`src/rtl/level_peak_hold_if.sv`:
```
// Bus bundle for the level peak-hold meter: level/strobe inward, meter outputs back.
interface level_peak_hold_if;
  logic [3:0] level;
  logic       sample;
  logic [3:0] cur;
  logic [3:0] peak;
  logic [7:0] bar;
  logic       changed;
  logic       ovf;

  modport master (
    output level, sample,
    input  cur, peak, bar, changed, ovf
  );

  modport slave (
    input  level, sample,
    output cur, peak, bar, changed, ovf
  );
endinterface

```
`src/rtl/level_peak_hold.sv`:
```
// Bar-graph level meter stage: captures the clamped level on a strobe and keeps a
// peak that is held for HOLD_TICKS cycles, then steps down once every DECAY_TICKS cycles.
module level_peak_hold #(
  parameter int unsigned HOLD_TICKS  = 4,
  parameter int unsigned DECAY_TICKS = 2
) (
  input  logic          clk,
  input  logic          reset,
  level_peak_hold_if.slave bus
);

  localparam logic [1:0] ST_IDLE  = 2'd0;
  localparam logic [1:0] ST_HOLD  = 2'd1;
  localparam logic [1:0] ST_DECAY = 2'd2;

  localparam logic [15:0] HOLD_RELOAD  = 16'(HOLD_TICKS - 1);
  localparam logic [15:0] DECAY_RELOAD = 16'(DECAY_TICKS - 1);

  logic [1:0]  state_q, state_d;
  logic [15:0] cnt_q, cnt_d;
  logic [3:0]  cur_q, cur_d;
  logic [3:0]  peak_q, peak_d;
  logic        changed_q, changed_d;
  logic        ovf_q, ovf_d;
  logic [3:0]  v;
  logic        catch_peak;
  logic [7:0]  bar_w;

  assign v          = (bus.level > 4'd8) ? 4'd8 : bus.level;
  assign catch_peak = bus.sample && (v >= peak_q);

  always_comb begin
    cur_d     = cur_q;
    changed_d = 1'b0;
    ovf_d     = 1'b0;
    state_d   = state_q;
    cnt_d     = cnt_q;
    peak_d    = peak_q;

    if (bus.sample) begin
      cur_d     = v;
      changed_d = (v != cur_q);
      ovf_d     = (bus.level > 4'd8);
    end

    // A qualifying sample always beats the timer; otherwise the timer acts.
    case (state_q)
      ST_IDLE: begin
        if (bus.sample && (v != 4'd0)) begin
          peak_d  = v;
          cnt_d   = HOLD_RELOAD;
          state_d = ST_HOLD;
        end
      end
      ST_HOLD: begin
        if (catch_peak) begin
          peak_d = v;
          cnt_d  = HOLD_RELOAD;
        end else if (cnt_q == 16'd0) begin
          cnt_d   = DECAY_RELOAD;
          state_d = ST_DECAY;
        end else begin
          cnt_d = cnt_q - 16'd1;
        end
      end
      ST_DECAY: begin
        if (catch_peak) begin
          peak_d  = v;
          cnt_d   = HOLD_RELOAD;
          state_d = ST_HOLD;
        end else if (cnt_q == 16'd0) begin
          peak_d = peak_q - 4'd1;
          if (peak_q == 4'd1) begin
            cnt_d   = 16'd0;
            state_d = ST_IDLE;
          end else begin
            cnt_d = DECAY_RELOAD;
          end
        end else begin
          cnt_d = cnt_q - 16'd1;
        end
      end
      default: begin
        state_d = ST_IDLE;
        peak_d  = 4'd0;
        cnt_d   = 16'd0;
      end
    endcase
  end

  always_ff @(posedge clk) begin
    if (reset) begin
      state_q   <= ST_IDLE;
      cnt_q     <= 16'd0;
      cur_q     <= 4'd0;
      peak_q    <= 4'd0;
      changed_q <= 1'b0;
      ovf_q     <= 1'b0;
    end else begin
      state_q   <= state_d;
      cnt_q     <= cnt_d;
      cur_q     <= cur_d;
      peak_q    <= peak_d;
      changed_q <= changed_d;
      ovf_q     <= ovf_d;
    end
  end

  // Thermometer decode straight off the peak register.
  always_comb begin
    bar_w = 8'h00;
    for (int i = 0; i < 8; i++) begin
      bar_w[i] = (4'(i) < peak_q);
    end
  end

  assign bus.cur     = cur_q;
  assign bus.peak    = peak_q;
  assign bus.bar     = bar_w;
  assign bus.changed = changed_q;
  assign bus.ovf     = ovf_q;

endmodule

```
`src/flat_wrapper.sv`:
```
// flat-port wrapper written by rule: the top's interface ports become plain ports
module level_peak_hold_flat 
#(
  parameter int unsigned HOLD_TICKS  = 4,
  parameter int unsigned DECAY_TICKS = 2
)
  (clk, reset, bus_level, bus_sample, bus_cur, bus_peak, bus_bar, bus_changed, bus_ovf);
  level_peak_hold_if bus_i ();
  input  logic clk;
  input  logic reset;
  input wire logic [$bits(bus_i.level)-1:0] bus_level;
  input wire logic [$bits(bus_i.sample)-1:0] bus_sample;
  output wire logic [$bits(bus_i.cur)-1:0] bus_cur;
  output wire logic [$bits(bus_i.peak)-1:0] bus_peak;
  output wire logic [$bits(bus_i.bar)-1:0] bus_bar;
  output wire logic [$bits(bus_i.changed)-1:0] bus_changed;
  output wire logic [$bits(bus_i.ovf)-1:0] bus_ovf;
  assign bus_i.level = bus_level;
  assign bus_i.sample = bus_sample;
  assign bus_cur = bus_i.cur;
  assign bus_peak = bus_i.peak;
  assign bus_bar = bus_i.bar;
  assign bus_changed = bus_i.changed;
  assign bus_ovf = bus_i.ovf;
  level_peak_hold #(.HOLD_TICKS(HOLD_TICKS), .DECAY_TICKS(DECAY_TICKS)) u_core (.clk(clk), .reset(reset), .bus(bus_i));
endmodule
```
`config.mk`:
```
export PLATFORM = sky130hd
export DESIGN_NAME = level_peak_hold_flat
export DESIGN_NICKNAME = d
export VERILOG_FILES = /design/src/rtl/level_peak_hold_if.sv /design/src/rtl/level_peak_hold.sv /design/src/flat_wrapper.sv
export SDC_FILE = /design/constraint.sdc
export NUM_CORES = 1
export LEC_CHECK = 0
export BUFFER_PORTS_ARGS = -buffer_cell sky130_fd_sc_hd__buf_2
export CAP_MARGIN = 20
export CORE_MARGIN = 2
export CORE_UTILIZATION = 35
export CTS_BUF_LIST = sky130_fd_sc_hd__clkbuf_4 sky130_fd_sc_hd__clkbuf_8
export DETAILED_ROUTE_END_ITERATION = 12
export MAX_ROUTING_LAYER = met4
export PLACE_DENSITY = 0.54
export SLEW_MARGIN = 10
export SYNTH_ARGS = -nofsm -noshare
export SYNTH_HDL_FRONTEND = slang
export SYNTH_SLANG_ARGS = --single-unit
```
`constraint.sdc`:
```
create_clock -name clk -period 2.6 [get_ports clk]
set_input_delay 0.13 -clock clk [delete_from_list [all_inputs] [get_ports clk]]
set_output_delay 0.13 -clock clk [all_outputs]
set_load 0.05 [all_outputs]
```
==> results of run 1 <==
==> path summary, 6_finish.rpt <==
path,startpoint,end,slack (ns)
max,u_core.cnt_q[0],u_core.bus.peak[3],0.21
min,bus_sample,u_core.bus.changed,0.22
max reg2reg,u_core.cnt_q[0],u_core.bus.peak[3],0.21
min reg2reg,u_core.cnt_q[4],u_core.cnt_q[4],0.50
==> cell type report <==
class	instances	area (um2)
timing repair buffer	35	203
tap	67	83.8
sequential	28	562
multi-input combinational	157	1100
inverter	14	52.6
fill	510	2730
clock buffer	4	55.1
==> sequential cells by signal, indices dropped and copies added, names as in the netlist <==
name,count
u_core.bus.peak,4
u_core.state_q,2
u_core.bus.ovf,1
u_core.bus.cur,4
u_core.cnt_q,16
u_core.bus.changed,1
==> cells by family (layout without fill, tap and decap cells) <==
| kind of cell | Yosys count | in the layout |
|---|---|---|
| AOI/OAI and AO/OA | 56 | 56 |
| xor gates and xnor gates | 10 | 10 |
| adders and majority gates | 8 | 8 |
| buffers and inverters | 26 | 53 |
| DFF | 28 | 28 |
| muxes | 5 | 5 |
| and+or+nand+nor | 78 | 78 |
==> per-stage QoR <==
stage	power [mW]	hold WS, ns	cells	util [%]	cell area [um2]
after floorplan	1.93	0.202	211	-	1760
after global placement	2.29	0.488	300	41.3	1980
after detailed placement	2.27	0.485	300	41.3	1980
after CTS	2.57	0.203	304	42.5	2030
after global routing	2.78	0.219	305	42.9	2050
final	2.59	0.217	305	42.9	2050
==> repair_timing <==
action                     in CTS  in global routing
setup buffers                   0                  1
hold endpoints to repair        0                  0
gates resized for setup         0                  1
setup endpoints to repair       0                  4
==> power by group through the flow <==
stage / Clock, mW / Combinational (mW) / Sequential, mW
after floorplan: 0 / 1.21 / 0.726
final: 0.274 / 1.64 / 0.673
after global routing: 0.303 / 1.78 / 0.694
after detailed placement: 0 / 1.59 / 0.681
after CTS: 0.292 / 1.60 / 0.672
after global placement: 0 / 1.61 / 0.682
==> routing by layer <==
metal | share of wire, % | routed length [um] | global-route usage [%]
met1 | 53 | 2200 | 23.0
met2 | 43 | 1800 | 24.9
met3 | 3.5 | 146 | 2.01
met4 | 0.69 | 29 | 2.98
met5 | 0 | 0 | -
==> cells in the final DEF (no fill, tap or decap), drive strengths merged, types with 4 or more instances in the layout <==
cell type / Yosys / final
a211oi: 6 / 6
a21oi: 12 / 12
a311oi: 4 / 4
a31oi: 4 / 4
buf: 4 / 35
clkbuf: 8 / 4
dfxtp: 28 / 28
ha: 8 / 8
inv: 13 / 13
mux2i: 4 / 4
nand2: 14 / 14
nor2: 15 / 15
nor3: 21 / 21
nor4: 4 / 4
o21ai: 16 / 16
xnor2: 6 / 6
xor2: 4 / 4
==> results_dict.tcl, run 1 <==
set metrics [dict create \
    status "completed" \
    detail_route.vias_per_cell 5.28 \
    p_int_mw 1.30 \
    area.growth.synth_to_final_pct 16.5 \
    place.gp.congestion 0.791 \
    ys_dominant_reg_cell "sky130_fd_sc_hd__dfxtp_1" \
    yosys_register_bits 28 \
    vdd.ir_drop.worst_v 0.000360 \
    nets 254 \
    synth_top_area_share_pct 31.8 \
    final_setup_violation_count 0 \
    number_of_global_route_vias_before_repair 1451 \
    setup_slack_ns 0.214 \
    initial_antenna_violation_count 0 \
    clockBufferDepth 2 \
    wl_mm 4.18 \
    synthArstFlopShare_pct 0 \
    die_area_um2 5620 \
    power.clock.fraction_pct 10.6 \
    finClkSkew_ns 0.00746 \
    rows 25 \
    max_freq_mhz 419 \
    crit_required_ns 2.81 \
    report.final.slew_viol_count 0 \
    path_buf_inv 2 \
    synth_top_cell_by_area "sky130_fd_sc_hd__dfxtp_1" \
    mappedNetlistNets 226 \
    min-delay-path-class "in -> reg" \
    share_of_layout_cells_above_drive_strength_1_pct 21.8 \
    cpMostUsedCell "sky130_fd_sc_hd__o21ai_0" \
    combinationalPowerShare_pct 63.4 \
    worst_hold_path.num_cells 2 \
    power_switching_share_pct 49.6 \
    holdBufCountCts 0 \
    clkLatencyLatePin_ns 0.27 \
    drv_cap 0 \
    dp.final_hpwl_mm 3.11 \
    drcViolationCount 0 \
    seq_power_share_pct 26.0 \
    total_leakage_power_nw 0.833 \
    timing.final.crit_share_pct 91.8 \
    synth_top_family_by_area "simple AND/OR/NAND/NOR gates" \
    fp.coreArea_um2 4790 \
    timing.final.crit_period_ns 2.39 \
    antenna_cells 0 \
    timing.critical_path.depth 9 \
    synth_simple_gate_area_share_pct 25.8 \
    timing.critical_path.to_type "flip-flop" \
    crit_slowest_cell "sky130_fd_sc_hd__or4b_1" \
    number_of_top_level_pins 25 \
    grt_max_degree 25 \
    grt_pass1_wl_mm 6.91 \
    gr-usage-all-layers_pct 16.2 \
    worst-slew-pin-transition_ns 0.750 \
    post_synth_fa_ha_maj_area_fraction_pct 5.68 \
    cpLargestDelayFamily "simple AND/OR/NAND/NOR gates" \
    power.density_nw_per_um2 1260 \
    setup_repair_after_global_routing_missed_its_margin "no" \
    synthDistinctLibCells 50 \
    cts_htree_levels 1 \
    dp_slack_ns 0.110 \
    cts_tree "yes" \
    seq_area_frac_synth_pct 31.8 \
    clk_root_buffer_cell "sky130_fd_sc_hd__clkbuf_8" \
    critical_path.startpoint_type "flip-flop" \
    setup_tns_ns 0 \
    muxShareOfSynthArea_pct 2.91 \
    tritoncts_num_sinks 28 \
    criticalPathCategory "reg -> reg" \
    post_synth_instance_area_um2 1760 \
    power.net_switching_mw 1.28 \
    clkTransAtPathRegs_ns 0.10 \
    finalHoldViolCount 0 \
    numCtsBuffers 3 \
    post_synthesis_compound_gate_area_fraction_pct 22.2 \
    timing.critical_path.arrival_ns 2.60 \
    drt_iter0_markers 190 \
    yosys_warnings 0 \
    chipWidth_um 74.9 \
    reg2reg_depth 9 \
    dieHeight_um 74.9 \
    drt_first_pass_iters 4 \
    final_antenna_net_count 0 \
    num_vias 1611 \
    synthesis.area_per_instance_um2 8.35 \
    synth-edff-count 0 \
    post_syn_instances 211 \
    xor_and_xnor_fraction_of_the_mapped_netlist_area_pct 4.97 \
    starting_density_pct 36.8 \
    crit_path_max_incr_delay_ns 0.53 \
    synth.area.top_cells "sky130_fd_sc_hd__dfxtp_1, sky130_fd_sc_hd__ha_1, sky130_fd_sc_hd__nor3_1, sky130_fd_sc_hd__o21ai_0, sky130_fd_sc_hd__nor2_1" \
    port-buffer-count 24 \
    grt_overflow_total 0 \
    yosysMostFrequentCell "sky130_fd_sc_hd__dfxtp_1" \
    max-slew-margin-rel_pct 49.6 \
    synth.cells.most_frequent "sky130_fd_sc_hd__dfxtp_1, sky130_fd_sc_hd__nor3_1, sky130_fd_sc_hd__o21ai_0" \
    avgRoutedWirePerCell_um 13.7 \
    critical_path.cell_chain "inv_1 > ha_1 > or4b_1 > buf_4 > nor4_4 > o21ai_0 > a21oi_2 > o21ai_0 > a21oi_1" \
    path_max_fanout 6 \
]
(Power assumes the default switching activity.)
==> inputs of run 2 (changes only) <==
--- a/config.mk
+++ b/config.mk
@@ -13,7 +13,7 @@
 export DETAILED_ROUTE_END_ITERATION = 12
 export MAX_ROUTING_LAYER = met4
 export PLACE_DENSITY = 0.54
-export SLEW_MARGIN = 10
+export REMOVE_ABC_BUFFERS = 1
 export SYNTH_ARGS = -nofsm -noshare
 export SYNTH_HDL_FRONTEND = slang
 export SYNTH_SLANG_ARGS = --single-unit
==> run 2 against run 1 <==
Routed wire length is 1.0% lower. Non-clock buffer count decreased by 1. Critical path depth fell by 1. Via count is 2.4% lower. Combinational power barely moved. Register-to-register slack lost 0.02 ns. Worst setup slack worse by 0.023 ns. Critical path type unchanged. Highest routed layer unchanged.
==> results_dict.tcl, run 2 (synthesized netlist as in run 1, its figures left out) <==
set metrics [dict create \
    clkTransAtPathRegs_ns 0.10 \
    drcViolationCount 0 \
    hp-start "bus_sample" \
    route.top_layer_used "met4" \
    seq_power_share_pct 26.4 \
    max-slew-margin-rel_pct 49.4 \
    rows 25 \
    dieHeight_um 74.9 \
    whs_ns 0.202 \
    critical_path.startpoint_type "flip-flop" \
    final_setup_violation_count 0 \
    die_area_um2 5620 \
    timing.critical_path.to_type "flip-flop" \
    final_cell_mix "sky130_fd_sc_hd__dfxtp_1, sky130_fd_sc_hd__buf_2, sky130_fd_sc_hd__nor3_1, sky130_fd_sc_hd__nor2_1" \
    final_cell_count_no_fill 303 \
    clockBufferDepth 2 \
    crit_required_ns 2.74 \
    detail_route.vias_per_cell 5.19 \
    nets 253 \
    detailroute.wirelength.met3_um 95 \
    initial_antenna_violation_count 0 \
    whs_endpoint "u_core.bus.changed" \
    setup_repair_after_global_routing_missed_its_margin "no" \
    avgRoutedWirePerCell_um 13.6 \
    tritoncts_num_sinks 28 \
    largest_register_ff_count 16 \
    area.growth.synth_to_final_pct 14.8 \
    clk_root_buffer_cell "sky130_fd_sc_hd__clkbuf_8" \
    path_max_fanout 7 \
    timing.final.crit_share_pct 92.7 \
    wl_mm 4.13 \
    final_antenna_net_count 0 \
    report.final.slew_viol_count 0 \
    number_of_top_level_pins 25 \
    cpMostUsedCell "sky130_fd_sc_hd__nor3_1" \
    grt_pass1_wl_mm 7.00 \
    setup_slack_ns 0.190 \
    power.density_nw_per_um2 1250 \
    holdBufCountCts 0 \
    drv_cap 0 \
    cts_htree_levels 1 \
    cts_resized 0 \
    timing.final.crit_period_ns 2.41 \
    num_vias 1572 \
    antenna_cells 0 \
    final_util_pct 42.3 \
    status "completed" \
    port-buffer-count 24 \
    crit_slowest_cell "sky130_fd_sc_hd__or4b_4" \
    numCtsBuffers 3 \
    combinationalPowerShare_pct 64.2 \
    gr-usage-all-layers_pct 16.6 \
    wirelength_met1_mm 2.22 \
    chipWidth_um 74.9 \
    critical_path.reg2reg.startpoint "u_core.cnt_q[0]" \
    dp.final_hpwl_mm 3.08 \
    rrSetupSlack_ns 0.19 \
    power_switching_share_pct 50.3 \
    worst-slew-pin-transition_ns 0.753 \
    reg2reg_depth 8 \
    dpl.cell_count 300 \
    place.gp.congestion 0.793 \
    criticalPathCategory "reg -> reg" \
    share_of_layout_cells_above_drive_strength_1_pct 21.6 \
    power.clock.fraction_pct 9.4 \
    crit_path_max_incr_delay_ns 0.49 \
    grt_overflow_total 0 \
    most_common_cell_after_layout_fill_and_taps_aside "sky130_fd_sc_hd__dfxtp_1" \
    finClkSkew_ns 0.0102 \
    min-delay-path-class "in -> reg" \
    critical_path.cell_chain "inv_1 > ha_2 > or4b_4 > nor3_4 > nor4b_4 > nor3_1 > o22ai_2 > nor3_1" \
    post-layout-total-power_mw 2.53 \
    drt_first_pass_iters 4 \
    total_leakage_power_nw 0.820 \
    max_freq_mhz 415 \
    power.net_switching_mw 1.27 \
    worst_hold_path.num_cells 2 \
    final_design_area_no_fill_um2 2020 \
    starting_density_pct 36.8 \
    placed_area_um2 1980 \
    clkLatencyLatePin_ns 0.28 \
    met2_routed_length_mm 1.74 \
    grt_max_degree 25 \
    drt_iter0_markers 133 \
    vdd.ir_drop.worst_v 0.000505 \
    fp.coreArea_um2 4790 \
    finalHoldViolCount 0 \
    postCtsSetupRepairBufs 0 \
    dp_slack_ns 0.0913 \
    regMostFlops "u_core.cnt_q" \
    p_int_mw 1.26 \
    rr_endpoint "u_core.cnt_q[9]" \
    number_of_global_route_vias_before_repair 1443 \
    setup_tns_ns 0 \
    cts_tree "yes" \
    timing.critical_path.arrival_ns 2.55 \
]
[run 2: area by class of cell]
cell class	count	area, um2
fillers	480	2760
multi-input cells	157	1090
flip-flops and latches	28	561
repair buffers	34	195
well taps	67	83.8
inverters	14	52.6
clock buffers	3	41.3
[run 2: critical path: cells and delay by family, from the launching register on]
family	cells	cell delay [ns]
AO/OA/AOI/OAI	1	0.32
buffers and inverters	1	0.10
AND/OR/NAND/NOR	5	1.31
flip-flops	1	0.34
adder cells (fa/ha/maj)	1	0.21
[run 2: worst max path at each step]
| stage | slack, ns | startpoint | cells after the start | end |
|---|---|---|---|---|
| 3_5_place_dp | 0.09 | bus_level[3] | 10 | u_core.cnt_q[2] |
| 5_1_grt | 0.02 | u_core.bus.peak[1] | 8 | u_core.cnt_q[5] |
| 3_3_place_gp | 0.17 | u_core.cnt_q[0] | 8 | u_core.cnt_q[12] |
| 2_1_floorplan | -0.40 | u_core.bus.peak[3] | 8 | u_core.cnt_q[5] |
| 4_1_cts | 0.09 | u_core.cnt_q[0] | 9 | u_core.bus.peak[0] |
| 6_report | 0.19 | u_core.cnt_q[0] | 8 | u_core.cnt_q[9] |
[run 2: metal layers]
| metal | track usage (%) | vias up |
|---|---|---|
| li1 | - | 824 |
| met1 | 24.5 | 718 |
| met2 | 23.0 | 24 |
| met3 | 2.41 | 6 |
| met4 | 5.56 | 0 |
| met5 | - | - |
[run 2: power groups by stage]
stage / logic, mW / clock network, mW / registers, mW
after floorplan: 1.11 / 0 / 0.751
after global placement: 1.60 / 0 / 0.679
after detailed placement: 1.60 / 0 / 0.676
after CTS: 1.61 / 0.253 / 0.666
after global routing: 1.78 / 0.259 / 0.686
final: 1.62 / 0.238 / 0.669
